## config.mk

```make
export PLATFORM = sky130hd
export DESIGN_NAME = sd_sector_arbiter_flat
export DESIGN_NICKNAME = d
export VERILOG_FILES = /design/src/rtl/sd_arb_pkg.sv /design/src/rtl/sd_sector_arbiter_if.sv /design/src/rtl/sd_ack_sync.sv /design/src/rtl/sd_sector_arbiter.sv /design/src/flat_wrapper.sv
export SDC_FILE = /design/constraint.sdc
export NUM_CORES = 1
export LEC_CHECK = 0
export ABC_CLOCK_PERIOD_IN_PS = 3100
export BUFFER_PORTS_ARGS = -buffer_cell sky130_fd_sc_hd__buf_2
export CAP_MARGIN = 20
export CORE_MARGIN = 4
export CORE_UTILIZATION = 47
export DETAILED_ROUTE_END_ITERATION = 8
export PLACE_DENSITY = 0.75
export REMOVE_ABC_BUFFERS = 1
export SYNTH_ARGS = -nofsm -noshare
export SYNTH_HDL_FRONTEND = slang
export SYNTH_SLANG_ARGS = --single-unit
```

## constraint.sdc

```tcl
create_clock -name clk_sys -period 3.1 [get_ports clk_sys]
set_clock_uncertainty 0.15 [all_clocks]
set_input_delay 0.465 -clock clk_sys [delete_from_list [all_inputs] [get_ports clk_sys]]
set_output_delay 0.465 -clock clk_sys [all_outputs]
set_load 0.05 [all_outputs]
```

## src/rtl/sd_arb_pkg.sv

```systemverilog
// Shared definitions for the SD sector arbiter: FSM state codes, synchroniser
// depth and the round-robin search helper.
package sd_arb_pkg;

   localparam int SYNC_DEPTH = 2;

   localparam logic [1:0] IDLE     = 2'd0;
   localparam logic [1:0] WAIT_ACK = 2'd1;
   localparam logic [1:0] XFER     = 2'd2;

   // Returns {hit, index}; the search starts one past ptr and wraps, so ptr itself is tried last.
   function automatic logic [2:0] rr_next(input logic [3:0] pend,
                                          input logic [1:0] ptr,
                                          input int unsigned n);
      logic [2:0] pick;
      logic [1:0] idx;
      pick = 3'b000;
      for (int unsigned k = 1; k <= 4; k++) begin
         idx = 2'((32'(ptr) + k) % n);
         if (k <= n && !pick[2] && pend[idx]) pick = {1'b1, idx};
      end
      return pick;
   endfunction

endpackage

```

## src/rtl/sd_sector_arbiter_if.sv

```systemverilog
// Block-access port of the SPI I/O controller, shared by the sector requesters.
interface sd_sector_arbiter_if;
   logic [31:0] sd_lba;
   logic        sd_rd;
   logic        sd_wr;
   logic        sd_ack;
   logic        sd_buff_wr;
   logic [7:0]  sd_buff_din;

   modport master (
      output sd_lba, sd_rd, sd_wr, sd_buff_din,
      input  sd_ack, sd_buff_wr
   );

   modport slave (
      input  sd_lba, sd_rd, sd_wr, sd_buff_din,
      output sd_ack, sd_buff_wr
   );
endinterface

```

## src/rtl/sd_ack_sync.sv

```systemverilog
// Brings an SPI-domain handshake level into clk_sys and emits one-cycle
// rise/fall pulses on the synchronised level.
module sd_ack_sync
   import sd_arb_pkg::*;
(
   input  logic clk_sys,
   input  logic reset,
   input  logic ack_async,
   output logic ack_rise,
   output logic ack_fall
);

   logic [SYNC_DEPTH-1:0] sync_q;
   logic                  ack_s;
   logic                  ack_d;

   assign ack_s = sync_q[SYNC_DEPTH-1];

   always_ff @(posedge clk_sys or posedge reset) begin
      if (reset) begin
         sync_q <= '0;
         ack_d  <= 1'b0;
      end else begin
         sync_q <= {sync_q[SYNC_DEPTH-2:0], ack_async};
         ack_d  <= ack_s;
      end
   end

   assign ack_rise = ack_s & ~ack_d;
   assign ack_fall = ~ack_s & ack_d;

endmodule

```

## src/rtl/sd_sector_arbiter.sv

```systemverilog
// Round-robin arbiter sharing the SD sector port between NREQ requesters,
// one sector per grant, with buffer strobe/data routed to the owner only.
module sd_sector_arbiter
   import sd_arb_pkg::*;
#(
   parameter int          NREQ    = 2,
   parameter logic [23:0] TIMEOUT = 24'd10_000_000
) (
   input  logic                clk_sys,
   input  logic                reset,
   input  logic [32*NREQ-1:0]  req_lba,
   input  logic [NREQ-1:0]     req_rd,
   input  logic [NREQ-1:0]     req_wr,
   output logic [NREQ-1:0]     req_busy,
   output logic [NREQ-1:0]     req_done,
   output logic [NREQ-1:0]     req_err,
   output logic [NREQ-1:0]     req_buff_wr,
   input  logic [8*NREQ-1:0]   req_buff_din,
   sd_sector_arbiter_if.master sd
);

   localparam int IDX_W = (NREQ > 2) ? 2 : 1;

   logic [1:0]       state;
   logic [IDX_W-1:0] owner;
   logic [IDX_W-1:0] rr_ptr;
   logic [23:0]      timer;
   logic [NREQ-1:0]  pend;
   logic [NREQ-1:0]  dir_q;
   logic [31:0]      lba_q [NREQ];
   logic [31:0]      sd_lba_q;
   logic             sd_rd_q;
   logic             sd_wr_q;

   logic             ack_rise;
   logic             ack_fall;
   logic [2:0]       rr_pick;
   logic             grant;
   logic [IDX_W-1:0] grant_idx;
   logic [NREQ-1:0]  grant_oh;
   logic [NREQ-1:0]  owner_oh;
   logic [NREQ-1:0]  accept;
   logic [31:0]      grant_lba;
   logic             grant_dir;
   logic [7:0]       owner_din;

   sd_ack_sync u_ack_sync (
      .clk_sys   (clk_sys),
      .reset     (reset),
      .ack_async (sd.sd_ack),
      .ack_rise  (ack_rise),
      .ack_fall  (ack_fall)
   );

   assign rr_pick   = rr_next(4'(pend), 2'(rr_ptr), NREQ);
   assign grant     = (state == IDLE) && rr_pick[2];
   assign grant_idx = IDX_W'(rr_pick[1:0]);

   always_comb begin
      owner_oh = '0;
      owner_oh[owner] = 1'b1;
      grant_oh = '0;
      grant_oh[grant_idx] = grant;
      grant_lba = '0;
      grant_dir = 1'b0;
      owner_din = '0;
      for (int i = 0; i < NREQ; i++) begin
         if (grant_oh[i]) begin
            grant_lba = lba_q[i];
            grant_dir = dir_q[i];
         end
         if (owner_oh[i]) owner_din = req_buff_din[8*i +: 8];
      end
   end

   // Pulses are dropped while the requester is already queued or owns the port.
   assign req_busy = pend | ((state != IDLE) ? owner_oh : '0);
   assign accept   = (req_rd | req_wr) & ~req_busy;

   always_ff @(posedge clk_sys or posedge reset) begin
      if (reset) pend <= '0;
      else       pend <= (pend | accept) & ~grant_oh;
   end

   // Captured address/direction are only read after pend is set, so no reset is needed.
   always_ff @(posedge clk_sys) begin
      for (int i = 0; i < NREQ; i++) begin
         if (accept[i]) begin
            lba_q[i] <= req_lba[32*i +: 32];
            dir_q[i] <= req_wr[i];
         end
      end
   end

   always_ff @(posedge clk_sys or posedge reset) begin
      if (reset) begin
         state    <= IDLE;
         owner    <= '0;
         rr_ptr   <= '0;
         timer    <= '0;
         sd_lba_q <= '0;
         sd_rd_q  <= 1'b0;
         sd_wr_q  <= 1'b0;
         req_done <= '0;
         req_err  <= '0;
      end else begin
         req_done <= '0;
         req_err  <= '0;
         case (state)
            IDLE: begin
               if (grant) begin
                  owner    <= grant_idx;
                  rr_ptr   <= grant_idx;
                  sd_lba_q <= grant_lba;
                  sd_rd_q  <= ~grant_dir;
                  sd_wr_q  <= grant_dir;
                  timer    <= '0;
                  state    <= WAIT_ACK;
               end
            end
            WAIT_ACK: begin
               if (ack_rise) begin
                  sd_rd_q <= 1'b0;
                  sd_wr_q <= 1'b0;
                  state   <= XFER;
               end else if (timer == TIMEOUT - 24'd1) begin
                  sd_rd_q <= 1'b0;
                  sd_wr_q <= 1'b0;
                  req_err <= owner_oh;
                  state   <= IDLE;
               end else begin
                  timer <= timer + 24'd1;
               end
            end
            XFER: begin
               // The I/O block bounds the transfer, so only ack_fall ends it.
               if (ack_fall) begin
                  req_done <= owner_oh;
                  state    <= IDLE;
               end
            end
            default: state <= IDLE;
         endcase
      end
   end

   assign sd.sd_lba      = sd_lba_q;
   assign sd.sd_rd       = sd_rd_q;
   assign sd.sd_wr       = sd_wr_q;
   assign sd.sd_buff_din = (state != IDLE) ? owner_din : 8'h00;
   assign req_buff_wr    = ((state == XFER) && sd.sd_buff_wr) ? owner_oh : '0;

endmodule

```

## src/flat_wrapper.sv

```systemverilog
// flat-port wrapper written by rule: the top's interface ports become plain ports
module sd_sector_arbiter_flat import sd_arb_pkg::*;
#(
   parameter int          NREQ    = 2,
   parameter logic [23:0] TIMEOUT = 24'd10_000_000
)
  (clk_sys, reset, req_lba, req_rd, req_wr, req_busy, req_done, req_err, req_buff_wr, req_buff_din, sd_sd_lba, sd_sd_rd, sd_sd_wr, sd_sd_buff_din, sd_sd_ack, sd_sd_buff_wr);
  sd_sector_arbiter_if sd_i ();
  input  logic clk_sys;
  input  logic reset;
  input  logic [32*NREQ-1:0] req_lba;
  input  logic [NREQ-1:0] req_rd;
  input  logic [NREQ-1:0] req_wr;
  output logic [NREQ-1:0] req_busy;
  output logic [NREQ-1:0] req_done;
  output logic [NREQ-1:0] req_err;
  output logic [NREQ-1:0] req_buff_wr;
  input  logic [8*NREQ-1:0] req_buff_din;
  output wire logic [$bits(sd_i.sd_lba)-1:0] sd_sd_lba;
  output wire logic [$bits(sd_i.sd_rd)-1:0] sd_sd_rd;
  output wire logic [$bits(sd_i.sd_wr)-1:0] sd_sd_wr;
  output wire logic [$bits(sd_i.sd_buff_din)-1:0] sd_sd_buff_din;
  input wire logic [$bits(sd_i.sd_ack)-1:0] sd_sd_ack;
  input wire logic [$bits(sd_i.sd_buff_wr)-1:0] sd_sd_buff_wr;
  assign sd_sd_lba = sd_i.sd_lba;
  assign sd_sd_rd = sd_i.sd_rd;
  assign sd_sd_wr = sd_i.sd_wr;
  assign sd_sd_buff_din = sd_i.sd_buff_din;
  assign sd_i.sd_ack = sd_sd_ack;
  assign sd_i.sd_buff_wr = sd_sd_buff_wr;
  sd_sector_arbiter #(.NREQ(NREQ), .TIMEOUT(TIMEOUT)) u_core (.clk_sys(clk_sys), .reset(reset), .req_lba(req_lba), .req_rd(req_rd), .req_wr(req_wr), .req_busy(req_busy), .req_done(req_done), .req_err(req_err), .req_buff_wr(req_buff_wr), .req_buff_din(req_buff_din), .sd(sd_i));
endmodule
```

==> metrics.txt <==
status completed; I/O pin total roughly 140; FF+latch count, synth 136; root buf cell clkbuf_16; Slew Limit Fails 0; worst-path fanout max 16; die area 0.01307 mm2; grt peak-use layer met2; top-area cell type share of the netlist area 0.3731; Row Count 38; Distinct cells, synth 49; Num CTS Buffers 17; register area share after synthesis 0.7028; fmax between 0.3 and 0.4 GHz; IO buf count around 140; Critical Path RT roughly 2.5 ns; Antenna Nets Post-Route 0; Max-slew headroom 0.4053; Initial Util 0.4858; Tcrit/Tclk final 0.8348; # H-tree levels 4; # setup viols final 0; CTS tree yes; clk slew on worst S/H paths approximately 0.060 ns; Final GP Congestion 0.8177; dpl cells 665; Ys Warns 0; DRC 0; fin nets 634; initial antenna violation count 0; vias in the first global route 4041; vias after detailed routing approximately 4000; met1 usage 0.2447; met3 Track Usage GR 0.05233; Final Hold Fails 0; Layout Cells excl Fill 698; gr usage total 0.1982; Min-Delay Path Class primary input to flip-flop; CP endpoint kind output port; GRT met2 Usage 0.3302; Cells after Synth 398; setup TNS 0 ns; Die Wd 114.3 um; unrepaired setup endpoints after global routing no; placed cell area 0.006210 mm2; # clock sinks approximately 140; top post-synthesis cells by area edfxtp_1 37%, dfrtp_1 33%, a222oi_1 6.0%; worst skew pair latency 0.41 ns; kind of critical path flip-flop to output port; largest net degree at the start of global routing 71; Synth Area per Inst 13.35 um2; cts repair resizes 0; Max clock buf depth 2; area grow syn2layout 28.73%; Die H between 100 and 150 um; Tmin final approximately 2.6 ns; Worst EP arrival 1.97 ns; drt first pass iters 5; Final Util 0.6254; share of cells above drive strength 1 0.3387; first-pass GRT wire length between 20000 and 25000 um; vias per inst 5.683; hold buffer count at CTS 0; Critical Path Start Type flip-flop; maximum vdd drop 736.2 uV; Max Cap Violations 0; Synth area leader edfxtp_1; core area 0.01094 mm2; WL final 12340 um; DRT iter0 DRCs 384; Pleak between 3 and 4 nW; Syn Std Cell Area 0.005313 mm2; diodes inserted 0; Worst-Margin Slew between 0.8 and 0.9 ns; Post-DP HPWL 8267 um; power per cell area 1139 mW/mm2; setup bufs post-CTS 0; fin area roughly 0.0068 mm2; total grt overflow 0; routed len/inst 17.68 um
==> synthesized netlist by cell type (all sizes together) <==
cell	count
nor2	27
mux2i	11
nand4b	3
o21a	1
o22ai	2
nor4	2
o311a	1
nand4	8
a21boi	1
nand3	15
and3	5
ha	1
inv	40
or2	2
and2	2
a22o	1
a31oi	2
or3	7
nor3	8
buf	4
nor3b	1
nand2b	2
and4	1
dfrtp	70
clkbuf	14
a21o	4
o41ai	1
nand2	22
a211o	1
a41oi	1
a21oi	9
o2bb2ai	1
a222oi	32
o21ai	16
o31ai	2
nor4b	2
edfxtp	66
o211ai	2
nor2b	4
xor2	4
==> cell type report <==
| cell class | count | area [um2] |
|---|---|---|
| Fill cell | 820 | 4096 |
| Sequential cell | 136 | 3734 |
| Multi-Input combinational cell | 204 | 1380 |
| Timing Repair Buffer | 146 | 798.3 |
| Clock buffer | 18 | 429.2 |
| Tap cell | 140 | 175.2 |
| Clock inverter | 14 | 172.7 |
| Inverter | 40 | 150.1 |
==> path summary, 6_finish.rpt <==
check,start,end,slack (ns),cells past startpoint
setup / recovery,u_core.owner$_DFFE_PP0P_,req_busy[1],0.51,3
hold / removal,sd_sd_ack,u_core.u_ack_sync.sync_q[0]$_DFF_PP0_,0.02,1
setup reg to reg,u_core.timer[0]$_DFFE_PP0P_,u_core.timer[18]$_DFFE_PP0P_,0.78,6
hold reg to reg,u_core.u_ack_sync.sync_q[0]$_DFF_PP0_,u_core.u_ack_sync.sync_q[1]$_DFF_PP0_,0.20,0
max in group asynchronous,reset,u_core.timer[21]$_DFFE_PP0P_,2.03,3
min in group asynchronous,reset,u_core.sd.sd_lba[17]$_DFFE_PP0P_,0.14,3
==> critical path: stages, from the launching register on <==
cell and delay, ns:
dfrtp_1 0.74, inv_1 0.20, o21ai_1 0.30, buf_2 0.33
==> per-layer routing <==
metal / vias up / part of all wire
met4: 0 / 0.025
met5: - / 0
li1: 1789 / -
met1: 1914 / 0.38
met2: 229 / 0.51
met3: 35 / 0.085
==> per-stage QoR <==
| step | power (mW) | setup slack [ns] | hold slack, ns |
|---|---|---|---|
| final | 7.792 | 0.5120 | 0.02177 |
| after global routing | 8.175 | 0.3857 | 0.0001902 |
| after CTS | 7.770 | 0.4846 | 0.003563 |
| after detailed placement | 5.733 | 0.8740 | 0.1847 |
| after global placement | 5.620 | 0.9811 | 0.1860 |
| after floorplan | 4.806 | -0.4114 | 0.1812 |
==> cell usage in the layout (no fill, tap or decap), drive strengths merged, types with 9 or more instances in the layout <==
| cell | count |
|---|---|
| a21oi | 9 |
| a222oi | 32 |
| buf | 146 |
| clkbuf | 18 |
| dfrtp | 70 |
| edfxtp | 66 |
| inv | 44 |
| mux2i | 11 |
| nand2 | 22 |
| nand3 | 15 |
| nor2 | 27 |
| o21ai | 16 |
==> sequential cells by signal (all words and copies together) (netlist names) <==
| signal | flops |
|---|---|
| u_core.u_ack_sync.sync_q | 2 |
| u_core.lba_q | 64 |
| u_core.req_done | 2 |
| u_core.sd.sd_lba | 32 |
| u_core.timer | 24 |
| u_core.req_err | 2 |
| u_core.state | 2 |
| u_core.dir_q | 2 |
| u_core.u_ack_sync.ack_d | 1 |
| u_core.pend | 2 |
| u_core.sd.sd_wr | 1 |
| u_core.owner | 1 |
| u_core.sd.sd_rd | 1 |
==> logic make-up after synthesis <==
kind of cell,Yosys count,share of synthesized area
compound gates,77,0.1128
xor+xnor,4,0.006594
fa+ha+maj,1,0.002355
buf+inv,58,0.04286
flops,136,0.7028
mux,11,0.02073
simple gates,111,0.1119
==> power breakdown <==
group          switching [mW]  internal (mW)  total (mW)  leakage (nW)
clock                   0.759           1.27        2.03         0.291
combinational            2.11          0.822        2.94          1.32
sequential              0.311           2.51        2.83          1.52
No activity file was read; power rests on OpenSTA's default activity.
